**src/rtl/pipeline_hazard_ctrl_pkg.sv**
```systemverilog
`default_nettype none
// ============================================================================
// Module      : pipeline_hazard_ctrl_pkg
// Description : Shared definitions for the pipeline hazard controller:
//               FSM state encodings, flush_vec bit indices, stage numbering
//               and the combinational helpers used for hazard detection.
// Revision    : 1.0 - initial release
// ============================================================================
package pipeline_hazard_ctrl_pkg;

    // Controller FSM state encodings
    localparam logic [1:0] c_ST_RUN    = 2'd0;
    localparam logic [1:0] c_ST_DRAIN  = 2'd1;
    localparam logic [1:0] c_ST_HALTED = 2'd2;

    // flush_vec bit indices (each bit clears one pipeline register)
    localparam int c_FLUSH_IF_ID  = 0;
    localparam int c_FLUSH_ID_EX  = 1;
    localparam int c_FLUSH_EX_MEM = 2;

    // Stage numbering used by BRANCH_STAGE
    localparam int c_STAGE_IF  = 0;
    localparam int c_STAGE_ID  = 1;
    localparam int c_STAGE_EX  = 2;
    localparam int c_STAGE_MEM = 3;
    localparam int c_STAGE_WB  = 4;

    // A branch resolved in stage N has N younger wrong-path instructions
    // sitting in the N pipeline registers in front of it.
    function automatic logic [2:0] branchFlushMask(input int stage);
        logic [2:0] mask;
        mask = 3'b000;
        for (int i = 0; i < 3; i++) begin
            mask[i] = (i < stage);
        end
        return mask;
    endfunction

    // Producer/consumer register match for a load; $0 never hazards.
    function automatic logic loadMatch(
        input logic       isLoad,
        input logic [4:0] writeReg,
        input logic       usesRs,
        input logic [4:0] rs,
        input logic       usesRt,
        input logic [4:0] rt
    );
        return isLoad && (writeReg != 5'd0) &&
               ((usesRs && (writeReg == rs)) || (usesRt && (writeReg == rt)));
    endfunction

endpackage : pipeline_hazard_ctrl_pkg
`default_nettype wire

```
**src/rtl/pipeline_hazard_ctrl_sat_counter.sv**
```systemverilog
`default_nettype none
// ============================================================================
// Module      : sat_counter
// Description : Saturating up-counter. Holds at all-ones instead of wrapping;
//               synchronous clear has priority over increment.
// Ports       : clk      - clock
//               reset    - asynchronous active-high reset
//               i_clear  - synchronous clear
//               i_en     - increment enable
//               o_count  - current count [W-1:0]
// Revision    : 1.0 - initial release
// ============================================================================
module sat_counter #(
    parameter int W = 32
) (
    input  logic         clk,
    input  logic         reset,
    input  logic         i_clear,
    input  logic         i_en,
    output logic [W-1:0] o_count
);

    logic [W-1:0] r_count;

    always_ff @(posedge clk or posedge reset) begin
        if (reset) begin
            r_count <= '0;
        end else if (i_clear) begin
            r_count <= '0;
        end else if (i_en && (r_count != '1)) begin
            r_count <= r_count + 1'b1;
        end
    end

    assign o_count = r_count;

endmodule : sat_counter
`default_nettype wire

```
**src/rtl/pipeline_hazard_ctrl.sv**
```systemverilog
`default_nettype none
// ============================================================================
// Module      : pipeline_hazard_ctrl
// Description : Stall/flush/drain controller for a 5-stage MIPS pipeline.
//               Detects load-use hazards, squashes wrong-path instructions on
//               taken branches and jumps, freezes on external stall, drains
//               the pipeline on request and keeps saturating perf counters.
// Ports       : clk, reset (async, active-high)
//               id_rs/id_rt/id_uses_rs/id_uses_rt  - ID stage source operands
//               ex_mem_read/ex_write_reg           - EX stage load producer
//               mem_mem_read/mem_write_reg         - MEM stage load producer
//               branch_taken, jump_id, ext_stall   - redirect / freeze events
//               drain_req/drain_ack                - drain handshake
//               counter_clear                      - sync clear of counters
//               pc_enable, if_id_enable, pipe_enable, flush_vec - controls
//               cycle_count, stall_count, flush_count - perf counters
// Revision    : 1.0 - initial release
// ============================================================================
module pipeline_hazard_ctrl
    import pipeline_hazard_ctrl_pkg::*;
#(
    parameter int BRANCH_STAGE = 3,
    parameter int LOAD_BUBBLES = 1,
    parameter int PIPE_DEPTH   = 5,
    parameter int CNT_WIDTH    = 32
) (
    input  logic                 clk,
    input  logic                 reset,
    input  logic [4:0]           id_rs,
    input  logic [4:0]           id_rt,
    input  logic                 id_uses_rs,
    input  logic                 id_uses_rt,
    input  logic                 ex_mem_read,
    input  logic [4:0]           ex_write_reg,
    input  logic                 mem_mem_read,
    input  logic [4:0]           mem_write_reg,
    input  logic                 branch_taken,
    input  logic                 jump_id,
    input  logic                 ext_stall,
    input  logic                 drain_req,
    input  logic                 counter_clear,
    output logic                 pc_enable,
    output logic                 if_id_enable,
    output logic                 pipe_enable,
    output logic [2:0]           flush_vec,
    output logic                 drain_ack,
    output logic [CNT_WIDTH-1:0] cycle_count,
    output logic [CNT_WIDTH-1:0] stall_count,
    output logic [CNT_WIDTH-1:0] flush_count
);

    localparam logic [2:0] c_BRANCH_MASK = branchFlushMask(BRANCH_STAGE);
    localparam int         c_DCNT_W      = (PIPE_DEPTH > 2) ? $clog2(PIPE_DEPTH) : 1;
    // Last drain cycle: counter has already seen PIPE_DEPTH-2 bubbles.
    localparam logic [c_DCNT_W-1:0] c_DRAIN_LAST = c_DCNT_W'(PIPE_DEPTH - 2);

    logic [1:0]          r_state;
    logic [1:0]          w_nextState;
    logic [c_DCNT_W-1:0] r_drainCnt;
    logic                w_drainDone;
    logic                w_loadUseEx;
    logic                w_loadUseMem;
    logic                w_loadUse;
    logic                w_redirect;
    logic                w_stallCycle;

    // ------------------------------------------------------------------
    // Hazard detection
    // ------------------------------------------------------------------
    assign w_loadUseEx  = loadMatch(ex_mem_read, ex_write_reg,
                                    id_uses_rs, id_rs, id_uses_rt, id_rt);
    assign w_loadUseMem = loadMatch(mem_mem_read, mem_write_reg,
                                    id_uses_rs, id_rs, id_uses_rt, id_rt);
    // Without load forwarding the consumer must also wait out the MEM stage.
    assign w_loadUse    = w_loadUseEx || ((LOAD_BUBBLES == 2) && w_loadUseMem);

    assign w_drainDone  = (r_drainCnt == c_DRAIN_LAST) && !ext_stall;

    // ------------------------------------------------------------------
    // FSM: state register
    // ------------------------------------------------------------------
    always_ff @(posedge clk or posedge reset) begin
        if (reset) begin
            r_state <= c_ST_RUN;
        end else begin
            r_state <= w_nextState;
        end
    end

    // ------------------------------------------------------------------
    // FSM: next-state logic
    // ------------------------------------------------------------------
    always_comb begin
        w_nextState = r_state;
        case (r_state)
            c_ST_RUN: begin
                if (drain_req && !ext_stall) begin
                    w_nextState = c_ST_DRAIN;
                end
            end
            c_ST_DRAIN: begin
                // drain_req is not sampled here: once started, a drain completes.
                if (w_drainDone) begin
                    w_nextState = c_ST_HALTED;
                end
            end
            c_ST_HALTED: begin
                if (!drain_req) begin
                    w_nextState = c_ST_RUN;
                end
            end
            default: w_nextState = c_ST_RUN;
        endcase
    end

    // ------------------------------------------------------------------
    // Drain bubble counter: advances only when the pipe actually moves
    // ------------------------------------------------------------------
    always_ff @(posedge clk or posedge reset) begin
        if (reset) begin
            r_drainCnt <= '0;
        end else if (r_state == c_ST_DRAIN) begin
            if (!ext_stall) begin
                r_drainCnt <= w_drainDone ? '0 : r_drainCnt + 1'b1;
            end
        end else begin
            r_drainCnt <= '0;
        end
    end

    // ------------------------------------------------------------------
    // FSM: output logic (priority ext_stall > branch > load-use > jump)
    // ------------------------------------------------------------------
    always_comb begin
        pc_enable    = 1'b1;
        if_id_enable = 1'b1;
        pipe_enable  = 1'b1;
        flush_vec    = 3'b000;
        drain_ack    = 1'b0;
        w_redirect   = 1'b0;
        w_stallCycle = 1'b0;
        case (r_state)
            c_ST_RUN: begin
                if (ext_stall) begin
                    // Redirect sources re-present, so they are simply ignored.
                    pc_enable    = 1'b0;
                    if_id_enable = 1'b0;
                    pipe_enable  = 1'b0;
                    w_stallCycle = 1'b1;
                end else if (branch_taken) begin
                    // The stalled consumer is on the wrong path: no bubble.
                    flush_vec  = c_BRANCH_MASK;
                    w_redirect = 1'b1;
                end else if (w_loadUse) begin
                    pc_enable                = 1'b0;
                    if_id_enable             = 1'b0;
                    flush_vec[c_FLUSH_ID_EX] = 1'b1;
                    w_stallCycle             = 1'b1;
                end else if (jump_id) begin
                    flush_vec[c_FLUSH_IF_ID] = 1'b1;
                    w_redirect               = 1'b1;
                end
            end
            c_ST_DRAIN: begin
                if (ext_stall) begin
                    pc_enable    = 1'b0;
                    if_id_enable = 1'b0;
                    pipe_enable  = 1'b0;
                end else if (branch_taken) begin
                    // Capture the target so the pipe resumes on the right path.
                    flush_vec                = c_BRANCH_MASK;
                    flush_vec[c_FLUSH_IF_ID] = 1'b1;
                    w_redirect               = 1'b1;
                end else begin
                    pc_enable                = 1'b0;
                    flush_vec[c_FLUSH_IF_ID] = 1'b1;
                end
            end
            c_ST_HALTED: begin
                pc_enable    = 1'b0;
                if_id_enable = 1'b0;
                drain_ack    = 1'b1;
            end
            default: ;
        endcase
    end

    // ------------------------------------------------------------------
    // Performance counters
    // ------------------------------------------------------------------
    sat_counter #(.W(CNT_WIDTH)) u_cycleCnt (
        .clk     (clk),
        .reset   (reset),
        .i_clear (counter_clear),
        .i_en    (1'b1),
        .o_count (cycle_count)
    );

    sat_counter #(.W(CNT_WIDTH)) u_stallCnt (
        .clk     (clk),
        .reset   (reset),
        .i_clear (counter_clear),
        .i_en    (w_stallCycle),
        .o_count (stall_count)
    );

    sat_counter #(.W(CNT_WIDTH)) u_flushCnt (
        .clk     (clk),
        .reset   (reset),
        .i_clear (counter_clear),
        .i_en    (w_redirect),
        .o_count (flush_count)
    );

endmodule : pipeline_hazard_ctrl
`default_nettype wire

```
**config.mk**
```make
export PLATFORM = sky130hd
export DESIGN_NAME = pipeline_hazard_ctrl
export DESIGN_NICKNAME = d
export VERILOG_FILES = /design/src/rtl/pipeline_hazard_ctrl_pkg.sv /design/src/rtl/pipeline_hazard_ctrl_sat_counter.sv /design/src/rtl/pipeline_hazard_ctrl.sv
export SDC_FILE = /design/constraint.sdc
export NUM_CORES = 1
export LEC_CHECK = 0
export BUFFER_PORTS_ARGS = -buffer_cell sky130_fd_sc_hd__buf_2
export CORE_AREA = 3 3 138 126
export DETAILED_ROUTE_END_ITERATION = 6
export DIE_AREA = 0 0 141 129
export GPL_TIMING_DRIVEN = 1
export PLACE_DENSITY_LB_ADDON = 0.08
export SETUP_SLACK_MARGIN = 0.1
export SLEW_MARGIN = 40
export SYNTH_ARGS = -nofsm -noshare
export SYNTH_HDL_FRONTEND = slang
export SYNTH_SLANG_ARGS = --single-unit
```
**constraint.sdc**
```tcl
create_clock -name clk -period 4.1 [get_ports clk]
set_clock_uncertainty 0.15 [all_clocks]
set_input_delay 0.615 -clock clk [delete_from_list [all_inputs] [get_ports clk]]
set_output_delay 0.615 -clock clk [all_outputs]
set_load 0.02 [all_outputs]
```
# After elaboration in Yosys (flattened, before gate mapping)
# Cells that the tools add are included.
[word_totals]
output_inout_bits = 103
register_bits = 101
in_bits = 31
word_cells = 75
[op_classes]
eq_ne = 12
n_mux = 37
n_reduce_logical = 17
addsub = 4
[op_table]
columns = ["op", "count"]
rows = [
  ["32-bit two-way mux", 6],
  ["32-bit by 1-bit adder with 32-bit output (second input constant)", 3],
  ["32-bit != test (second input constant)", 3],
  ["1-bit two-way mux", 16],
  ["3-bit two-way mux", 5],
  ["5-bit == test", 2],
  ["2-bit two-way mux", 5],
  ["1-bit logical AND", 8],
  ["2-bit != test (second input constant)", 4],
  ["1-bit one-hot mux with 3 select lines", 2],
  ["2-bit one-hot mux with 3 select lines", 1],
  ["3-bit one-hot mux with 2 select lines", 1],
  ["2-bit nonzero test", 3],
  ["5-bit nonzero test", 1],
  ["3-bit by 1-bit adder with 3-bit output (second input constant)", 1],
  ["3-bit by 2-bit == test with 1-bit output (second input constant)", 1],
  ["3-bit AND reduction", 1],
  ["2-bit by 1-bit == test with 1-bit output (second input constant)", 1],
  ["2-bit == test (second input constant)", 1],
  ["2-bit logical NOT", 1],
  ["1-bit one-hot mux with 2 select lines", 1],
  ["2-bit OR reduction", 1],
  ["1-bit logical NOT", 1],
  ["1-bit logical OR", 1],
]

# Longest topological paths before layout
# Gate-level depths: netlist of run 1.
[logic_depth]
depth_word = 11
ltp_mapped = 10

# Cells and area by module
# Synthesis of run 1 repeated with hierarchy kept, for this count alone.
[unflattened]
cells_unflattened = 632
hier_area_um2 = 5869.4
[by_module_without_submodules]
columns = ["module", "instances", "area_each_um2", "seq_area_each_um2", "cells_per_inst"]
rows = [
  ["sat_counter at u_cycleCnt ...", 2, 1740.4, 800.8, 186],
  ["sat_counter at u_stallCnt", 1, 1911.8, 800.8, 199],
  ["pipeline_hazard_ctrl", 1, 476.7, 125.1, 61],
]

# Least setup slack after synthesis of run 1
# No wires, ideal clock.
[synth_timing]
kind = "input to output"
start = "input ex_write_reg[0]"
end = "output pc_enable"
arrival_ps = 2085
path_stages = 5
setup_slack_ps = 1250
required_time_ps = 3335
cell_sequence = "or4_4 -> o21ai_4 -> nand2b_1 -> a21oi_1 -> o31ai_1"
[synth_between]
elab_chain_cells = 8
[synth_lines]
columns = ["element", "line_no", "source"]
rows = [
  ["from (decl)", "pipeline_hazard_ctrl.sv:34", "input logic [4:0] ex_write_reg,"],
  ["5-bit == test", "pipeline_hazard_ctrl_pkg.sv:49", "((usesRs && (writeReg == rs)) || (usesRt && (writeReg == rt)));"],
  ["1-bit logical AND", "pipeline_hazard_ctrl_pkg.sv:49", ""],
  ["1-bit logical OR", "pipeline_hazard_ctrl_pkg.sv:49", ""],
  ["1-bit logical AND (*)", "pipeline_hazard_ctrl_pkg.sv:48", "return isLoad && (writeReg != 5'd0) &&"],
  ["1-bit two-way mux (*)", "pipeline_hazard_ctrl.sv:154", "end else if (w_loadUse) begin"],
  ["1-bit two-way mux (*)", "pipeline_hazard_ctrl.sv:150", "end else if (branch_taken) begin"],
  ["1-bit two-way mux (*)", "pipeline_hazard_ctrl.sv:144", "if (ext_stall) begin"],
  ["1-bit one-hot mux with 3 select lines (*)", "pipeline_hazard_ctrl.sv:142", "case (r_state)"],
  ["to (decl)", "pipeline_hazard_ctrl.sv:42", "output logic pc_enable,"],
]
# Every way passes the cells marked *; elsewhere a longest branch is shown, timed or not.

# Worst setup path in the final report of run 1
[layout_timing]
start = "register u_stallCnt.r_count[0] (netlist: u_stallCnt.o_count[0])"
end = "register u_stallCnt.r_count[8] (netlist: u_stallCnt.o_count[8])"
[layout_between]
elab_chain_cells = 3
[layout_lines]
columns = ["element", "line_no", "source"]
rows = [
  ["from (decl)", "pipeline_hazard_ctrl_sat_counter.sv:23", "logic [W-1:0] r_count;"],
  ["from (signal assigned)", "pipeline_hazard_ctrl_sat_counter.sv:31", "r_count <= r_count + 1'b1;"],
  ["32-bit by 1-bit adder with 32-bit output / 32-bit != test (equally long branches)", "pipeline_hazard_ctrl_sat_counter.sv:31, pipeline_hazard_ctrl_sat_counter.sv:30", ""],
  ["32-bit two-way mux / 1-bit logical AND (equally long branches)", "pipeline_hazard_ctrl_sat_counter.sv:30", "end else if (i_en && (r_count != '1)) begin"],
  ["32-bit two-way mux / 2-bit nonzero test (equally long branches)", "--", ""],
]
# Several ways; a longest one is shown, not always the timed one. The select of a mux whose other input is x is not followed.
# A chain may end at the register's enable or synchronous reset.

==> results list, run 1 <==
* Result of the run: completed
- Counting every instance in the synthesized netlist gives around 660.
* Residual DRC count: 0
- Most area-consuming cells after synthesis: sky130_fd_sc_hd__dfrtp_1 42%, sky130_fd_sc_hd__xnor2_1 4.6%, sky130_fd_sc_hd__nor2_1 4.2%
* Post-synth design cell area: a little over 6000 sq um
- Diode count: 0
- Measured against its own limit, the worst slew margin works out to approximately 48%.
- For this run, the number of Yosys warnings is 0.
- STA classifies the critical path startpoint as a register.
* Max IR drop VDD: roughly 0.00018 V
- Antenna violations before repair: 0
- DP Cell Count: about 960
- Setup slack of the most critical reg-to-reg path: around 1.1 ns
- The region available for standard cell placement spans 16,100 sq um.
- During I/O placement, the number of pins put on the boundary was 134.
- Vias after detailed routing: approximately 5.6k
- # clock sinks: a little over 100
* Vias in the first global route: around 5.3k
- Measured slew at the worst slew-check pin: 0.778 ns
* Max-slew violation count: 0
- CTS tree: done
- Detailed placer's ending HPWL: roughly 11 mm
- The critical path goes through ha_1 > nand2_1 > nor4_4 > and2_4 > and3_1 > buf_4 > buf_4 > or4_1 > a21oi_1.
- Final WL: between 15 and 20 mm
- Maximum operating frequency: around 340 MHz
* Nets in the synthesized netlist: around 690
* Setup repair after global routing missed its margin: false
* P_leak: 3.06 nW
- Setup slack on the critical path of the routed design comes to roughly 1.1 ns.
- Horizontal extent of the die: 141 microns
- Setup Buffers After CTS: 0
* Library cells used by synthesis: roughly 60
* Power Total: between 2 and 2.5 mW
- Dividing the detail-routed via count by the number of cells gives 5.72.
* Post-synthesis sequential element count: roughly 100
- Residual overflow from global routing: 0
- Length in cells of the worst reg-to-reg path: 9
- Across every metal layer, demand over resource in global routing totals between 10% and 20%.
- Final standard cell utilization of the core: 43.9%
- Non-filler cells, final: between 900 and 1k
* Startpoint of the lowest-slack register-to-register path: u_stallCnt.o_count[0]
- The H-tree was split into 3 levels.
- The share of synthesized area in the top cell type comes to about two fifths.
- At the placement stage, the worst setup path has a slack of approximately 1.1 ns.
* Required time of the critical path: ~4.2 ns
* Hold WC Path Type: in2async
* Final routed wire length divided by cell count: between 15 and 20 microns
* Hold violation count in the final report: 0
- Starting Density: 37.6%
- Setup total negative slack: 0 ns
- The number of hold buffers added after CTS was 0.
- The detail route stage leaves a number of antenna-violating nets equal to 0.
- Total of max-cap violations: 0
- Number of resized instances in the post-cts repair step: 0
* Most common flop cell mapped by yosys: sky130_fd_sc_hd__dfrtp_1
- Sequential elements use approximately two fifths of the synthesized area.
* Delay of the slowest cell on the worst path: ~0.42 ns
- Layout area overhead: 17.0%
- Worst hold margin: roughly 0.21 ns
* Number of buffers added on ports: about 130
- Root Buffer Master: sky130_fd_sc_hd__clkbuf_16
- The floorplan has 44 rows.
* Clock latency on the worst-skew pair: 0.35 ns
- The worst setup path is of the reg2reg kind.
- Min Tclk post-route: about 3.0 ns
* Share of flip-flops with an asynchronous set or reset: 100%
- Post-route standard cell area excluding fillers: 7090 sq um
- The number of clock buffers added by TritonCTS is 9.
- Number of synthesized flops with an enable pin: 0
- Instance area at placement: 6800 sq um
- The clock passes through at most 2 buffers.
* Top cell by count, worst path: sky130_fd_sc_hd__buf_4
- The first routing iteration left 269 violations.
- The slowest stage of the critical path is the sky130_fd_sc_hd__dfrtp_1 cell.
* Share of the clock period used by the worst path after layout: around 73%
* Floorplan die height: ~130 microns
- The pre-antenna-repair detailed-routing pass consisted of 4 iterations.
- Entering global routing, the biggest net connects about 110 pins.
* Worst endpoint data arrival time: roughly 3 ns
- Clock-pin slew of the registers on the worst-case setup and hold paths: 0.08 ns
- The worst setup path is captured at a register.
- Cell type with the highest aggregate area in the netlist: sky130_fd_sc_hd__dfrtp_1
- Gp weighted congestion: ~0.82
* Average size of a mapped cell: 9.22 sq um
- Share of cells above drive strength 1: about a quarter
- The floorplan step defined a die boundary enclosing around 18,000 sq um.
- At the end of the flow, the number of nets in the layout was between 700 and 800.
- Maximum fanout count along the critical path: 28
- Setup violations remaining at the end of the flow were counted as 0.
* Global-route wire length before repair: 26.5 mm
- For this design the ratio of total power to cell area is between 300 and 400 nW/um^2.
- Worst R2R End: u_stallCnt.o_count[8]
-- cells by family (layout without fill, tap and decap cells) --
| kind of cell | after synthesis | in the layout | share of synthesized area (%) |
|---|---|---|---|
| adders and majority gates | 4 | 4 | 0.826 |
| DFF | 101 | 101 | 41.7 |
| AOI/OAI and AO/OA | 118 | 118 | 13.4 |
| muxes | 17 | 17 | 3.10 |
| buffers and inverters | 45 | 154 | 3.84 |
| and+or+nand+nor | 334 | 334 | 31.7 |
| xor gates and xnor gates | 38 | 38 | 5.49 |
-- worst max-delay path: cells and delay by family (launching register included) --
kind	cells	cell delay, ns
fa+ha+maj	1	0.23
simple gates	5	1.35
flops	1	0.42
buf+inv	2	0.60
compound gates	1	0.06
-- layout by cell type, fill, tap and decap left out, types with 3 or more instances in the layout --
master / instances
sky130_fd_sc_hd__a21oi_1: 46
sky130_fd_sc_hd__and2_1: 8
sky130_fd_sc_hd__and3_1: 16
sky130_fd_sc_hd__and4_1: 13
sky130_fd_sc_hd__buf_2: 126
sky130_fd_sc_hd__buf_4: 7
sky130_fd_sc_hd__clkbuf_16: 9
sky130_fd_sc_hd__dfrtp_1: 101
sky130_fd_sc_hd__ha_1: 4
sky130_fd_sc_hd__inv_1: 3
sky130_fd_sc_hd__mux2_2: 12
sky130_fd_sc_hd__mux2i_1: 3
sky130_fd_sc_hd__nand2_1: 45
sky130_fd_sc_hd__nand2b_1: 6
sky130_fd_sc_hd__nand3_1: 43
sky130_fd_sc_hd__nand4_1: 14
sky130_fd_sc_hd__nor2_1: 66
sky130_fd_sc_hd__nor2b_1: 16
sky130_fd_sc_hd__nor3_1: 21
sky130_fd_sc_hd__nor4_1: 18
sky130_fd_sc_hd__nor4b_1: 6
sky130_fd_sc_hd__o21ai_0: 6
sky130_fd_sc_hd__o21ba_2: 8
sky130_fd_sc_hd__o31a_1: 8
sky130_fd_sc_hd__o31ai_1: 30
sky130_fd_sc_hd__o41ai_1: 6
sky130_fd_sc_hd__or3_1: 9
sky130_fd_sc_hd__or4_1: 27
sky130_fd_sc_hd__or4b_1: 4
sky130_fd_sc_hd__xnor2_1: 32
sky130_fd_sc_hd__xor2_1: 6
-- cell type report --
| type | count | area (sq um) |
|---|---|---|
| inverter | 4 | 22.5 |
| timing repair buffer | 134 | 697 |
| clock buffer | 11 | 243 |
| fill | 1644 | 9040 |
| clock inverter | 5 | 35.0 |
| multi-input combinational | 511 | 3300 |
| sequential | 101 | 2530 |
| tap | 207 | 259 |
-- where the power goes --
part / internal [mW] / switching, mW / leakage, nW / total [mW]
clock network: 0.431 / 0.406 / 0.136 / 0.837
registers: 1.02 / 0.0308 / 1.40 / 1.05
logic: 0.0869 / 0.193 / 1.52 / 0.280
-- registers in the layout, indices dropped and copies added (netlist names) --
signal,count
u_flushCnt.o_count,32
r_state,2
u_stallCnt.o_count,32
r_drainCnt,3
u_cycleCnt.o_count,32
-- how the worst max path moves through the flow --
stage,start,endpoint,slack [ns]
finish,u_stallCnt.o_count[0],u_stallCnt.o_count[8],1.12
global route,u_stallCnt.o_count[0],u_stallCnt.o_count[3],0.87
detailed placement,ex_write_reg[0],u_stallCnt.o_count[27],1.07
CTS,u_stallCnt.o_count[0],u_stallCnt.o_count[3],1.10
global placement,ex_write_reg[0],u_stallCnt.o_count[29],1.10
floorplan,reset,r_drainCnt[0],0.69
-- metal layers --
metal | share of wire [%] | global-route usage, % | wire [microns] | up-vias
met1 | 46 | 23.6 | 7310 | 2750
met4 | 1.3 | 5.07 | 207 | 0
met3 | 5.6 | 3.86 | 902 | 15
met5 | 0 | 0 | 0 | -
met2 | 47 | 28.8 | 7550 | 138
li1 | - | - | - | 2659
-- synthesized netlist by cell type (3+ instances only) --
cell and number:
sky130_fd_sc_hd__and4_1 13, sky130_fd_sc_hd__ha_1 4, sky130_fd_sc_hd__mux2i_1 3, sky130_fd_sc_hd__o21ai_0 6, sky130_fd_sc_hd__or4_1 27, sky130_fd_sc_hd__a21oi_1 46
sky130_fd_sc_hd__xnor2_1 32, sky130_fd_sc_hd__or4b_1 4, sky130_fd_sc_hd__nand3_1 43, sky130_fd_sc_hd__o31a_1 8, sky130_fd_sc_hd__buf_4 5, sky130_fd_sc_hd__and2_1 8
sky130_fd_sc_hd__and3_1 16, sky130_fd_sc_hd__nor2_1 67, sky130_fd_sc_hd__o21ba_2 8, sky130_fd_sc_hd__nand4_1 14, sky130_fd_sc_hd__nand2b_1 6, sky130_fd_sc_hd__nor2b_1 16
sky130_fd_sc_hd__buf_6 4, sky130_fd_sc_hd__clkbuf_1 20, sky130_fd_sc_hd__o41ai_1 6, sky130_fd_sc_hd__buf_2 12, sky130_fd_sc_hd__nor3_1 21, sky130_fd_sc_hd__mux2_2 12
sky130_fd_sc_hd__nand2_1 45, sky130_fd_sc_hd__nor4b_1 6, sky130_fd_sc_hd__nor4_1 18, sky130_fd_sc_hd__dfrtp_1 101, sky130_fd_sc_hd__o31ai_1 30, sky130_fd_sc_hd__xor2_1 6
sky130_fd_sc_hd__or3_1 9, sky130_fd_sc_hd__inv_1 4
(Power assumes the default switching activity.)
==> run 2: changes to the inputs <==
ABC_AREA = 1   (was unset)
CORE_AREA = 3 3 147 135   (was 3 3 138 126)
DIE_AREA = 0 0 150 138   (was 0 0 141 129)
clock period = 2.4 ns   (was 4.1 ns; I/O delays follow)
==> run 2 against run 1 <==
Against the previous run: setup slack lost 0.85 ns; power is 97% higher; flip-flop and latch count is the same; synthesized cell count increased by 58%; count of clock-buffer cells in the layout did not move; register-to-register slack got worse by 0.85 ns; global-route usage grew 2.4 points; non-clock buffer count up 22; critical path type unchanged.
==> results list, run 2 <==
- Cell row count: 47 (+6.8%)
- Most area-consuming cells after synthesis: sky130_fd_sc_hd__dfrtp_1 36%, sky130_fd_sc_hd__nand2_1 15%, sky130_fd_sc_hd__nand4_1 7.3%
* Max-slew violation count: 0 (unchanged)
- The data arrival time of the critical path is 2.26 ns (-0.76 ns).
* Max Root-Sink Buffers: 2 (unchanged)
- The startpoint identified for the worst hold timing path is drain_req.
* Setup repair after global routing missed its margin: true
- The power per standard cell area came to 510 nW/um^2 (+67%).
- The part of the Yosys area used for sequential elements is 36.2% (-5.5 points).
- The cell area after technology mapping came to 6980 sq um (+15%).
* Hold WC Path Type: in2reg
* Library cells used by synthesis: 38 (-38%)
- The post-route worst hold slack came to 0.0886 ns (-0.119 ns).
* Max IR drop VDD: 0.000323 V (+80%)
- The post-CTS clock slew at the launch and capture registers of the worst setup and hold paths is 0.07 ns (about the same).
* Residual DRC count: 0 (unchanged)
- Antenna violations before repair: 0 (unchanged)
- The synthesized area per cell was 6.74 sq um (-27%).
- The effective utilization at floorplan was 38.1% (+0.51 points).
* Type of the setup path with the least slack: reg2reg
* Final routed wire length divided by cell count: 14.4 microns (-12%)
- The CTS buffer count was 9 (unchanged).
- Maximum operating frequency: 469 MHz (+40%)
- # clock sinks: 101 (unchanged)
- Relative slew slack: 67.4% (+19 points)
* Residual overflow from global routing: 0 (unchanged)
- Max H-tree Level: 3 (unchanged)
* Net count of the finished layout: 1,202 (+51%)
* Post-detailed-route via-to-cell ratio: 5.00 (-13%)
- Root Buffer Master: sky130_fd_sc_hd__clkbuf_16
- The number of inserted diodes came to 0 (unchanged).
- Global-route wire length before repair: 34.1 mm (+29%)
- TritonCTS built the clock tree.
- Total die area: 20,700 sq um (+14%)
- The most used flip-flop cell after synthesis is sky130_fd_sc_hd__dfrtp_1.
* Result of the run: completed
* Pin count of the biggest net entering global routing: 70 (-38%)
- Number of synthesized flops with an enable pin: 0 (unchanged)
* Clock latency on the worst-skew pair: 0.36 ns (about the same)
- The count of pins on the block boundary is 134 (unchanged).
* Overall Global Routing Usage: 20.0% (+2.4 points)
- Most frequent cells in the layout: 273 x sky130_fd_sc_hd__nand2_1, 131 x sky130_fd_sc_hd__nor2_1, 127 x sky130_fd_sc_hd__buf_2, 112 x sky130_fd_sc_hd__inv_1, 101 x sky130_fd_sc_hd__dfrtp_1
* Antenna Nets Post-Route: 0 (unchanged)
* Launching element type of the critical path: register
* Setup total negative slack: 0 ns (unchanged)
- Synth warn: 0 (unchanged)
* Kind of end point of the critical path: register
- The largest fanout of any net on the critical path came to 6 (-79%).
- The detailed-routing iteration count for the pre-antenna-repair pass is 5 (+1).
- Number of buffers added on ports: 127 (unchanged)
- Floorplan die height: 138 microns (+7.0%)
* Share of flip-flops with an asynchronous set or reset: 100% (unchanged)
- The number of cells produced by synthesis is 1,036 (+58%).
- The share of the clock period used by the worst path is 88.8% (+16 points).
* Nets in the synthesized netlist: 1,071 (+55%)
* Vias after detailed routing: 7,078 (+27%)
- In the post-synthesis netlist, the cell with the most instances is sky130_fd_sc_hd__nand2_1.
- Starting DRC count in detailed routing: 439 (+63%)
- Detailed placer's ending HPWL: 15.6 mm (+45%)
- The area growth from synthesis to layout is 19.8%.
* Measured slew at the worst slew-check pin: 0.488 ns (-0.289 ns)
- P_leak: 4.52 nW (+48%)
- Required time of the critical path: 2.53 ns (-1.62 ns)
* Cell type with the highest aggregate area in the netlist: sky130_fd_sc_hd__dfrtp_1
- Share of cells above drive strength 1: 17.8% (-7.0 points)
* Final WL: 20.4 mm (+28%)
- Share of the synthesized area in the top cell type: 36.2% (-5.5 points)
- Tracing the worst setup path back leads to its startpoint at u_cycleCnt.o_count[0].
* Total of max-cap violations: 0 (unchanged)
- The final number of setup-violating endpoints was 0 (unchanged).
* Startpoint of the lowest-slack register-to-register path: u_cycleCnt.o_count[0]
- Hold violation count in the final report: 0 (unchanged)
- The via count of the first global-routing pass is 6,544 (+24%).
- Post-synthesis sequential element count: 101 (unchanged)
* Final standard cell utilization of the core: 45.6% (+1.7 points)
- The weighted congestion at the end of routability-driven global placement came to 0.883 (+7.1%).
- In the synthesized netlist, the cells that appear most often are 273 x sky130_fd_sc_hd__nand2_1, 134 x sky130_fd_sc_hd__nor2_1, 114 x sky130_fd_sc_hd__inv_1, 101 x sky130_fd_sc_hd__dfrtp_1, 95 x sky130_fd_sc_hd__nand3_1.
- The library cell used most frequently in the layout, excluding fill and tap cells, is sky130_fd_sc_hd__nand2_1.
- Core area: 18,300 sq um (+14%)
* Min Tclk post-route: 2.13 ns (-0.846 ns)
- Horizontal extent of the die: 150 microns (+6.4%)
-- run 2: cell families after synthesis --
family	Yosys count	synth area share, %
AND/OR/NAND/NOR	647	41.4
buffers and inverters	172	9.85
flip-flops	101	36.2
XOR/XNOR	64	8.03
AO/OA/AOI/OAI	48	3.80
adder cells (fa/ha/maj)	4	0.717
-- run 2: what timing repair did --
item	4_1_cts	5_1_grt
resized for setup	0	8
hold endpoints to repair	17	0
endpoints found under the setup margin	0	57
hold buffers	1	0
buffers inserted	0	1
-- run 2: worst paths after layout --
path                                     endpoint  slack (ns)  cells past startpoint
min in group asynchronous   u_cycleCnt.o_count[3]        0.42                      3
max                         u_cycleCnt.o_count[9]        0.27                     10
min                                    r_state[0]        0.09                      3
max in group asynchronous  u_stallCnt.o_count[15]        1.09                      4
min reg2reg                         r_drainCnt[0]        0.35                      1
max reg2reg                 u_cycleCnt.o_count[9]        0.27                     10
-- run 2: critical path, stage by stage, from the launching register on --
cell and delay (ns):
sky130_fd_sc_hd__dfrtp_1 0.45, sky130_fd_sc_hd__ha_1 0.19, sky130_fd_sc_hd__nand2_1 0.07, sky130_fd_sc_hd__inv_2 0.07, sky130_fd_sc_hd__nand2_1 0.13, sky130_fd_sc_hd__nor2_4 0.19
sky130_fd_sc_hd__nand3b_1 0.14, sky130_fd_sc_hd__nor2_1 0.15, sky130_fd_sc_hd__nand3_2 0.16, sky130_fd_sc_hd__and3_1 0.20, sky130_fd_sc_hd__a21oi_1 0.15
-- run 2: power by group --
| group | total [mW] | internal (mW) | switching [mW] |
|---|---|---|---|
| registers | 1.79 | 1.74 | 0.0416 |
| logic | 0.908 | 0.252 | 0.656 |
| clock network | 1.57 | 0.853 | 0.721 |
-- run 2: metal layers --
metal	wire, microns	track usage, %	vias up
met5	0	0	-
met4	182	4.00	0
met3	1080	4.19	14
met2	9440	31.6	186
met1	9750	28.4	3246
li1	-	-	3632
-- run 2: metrics by stage --
| step | std cells | setup slack [ns] | instance area, sq um | power [mW] |
|---|---|---|---|---|
| 2_1_floorplan | 1036 | 0.329 | 6990 | 2.46 |
| 3_3_place_gp | 1399 | 0.192 | 8010 | 2.72 |
| 3_5_place_dp | 1399 | 0.191 | 8010 | 2.72 |
| 4_1_cts | 1416 | 0.130 | 8330 | 4.33 |
| 5_1_grt | 1417 | 0.0659 | 8370 | 4.51 |
| 6_report | 1417 | 0.268 | 8370 | 4.27 |
-- run 2: cell type report --
type / count / area, sq um
fillers: 1975 / 9980
clock buffers: 11 / 243
well taps: 245 / 307
clock inverters: 5 / 66.3
flip-flops and latches: 101 / 2530
multi-input cells: 763 / 3800
inverters: 136 / 517
repair buffers: 156 / 910
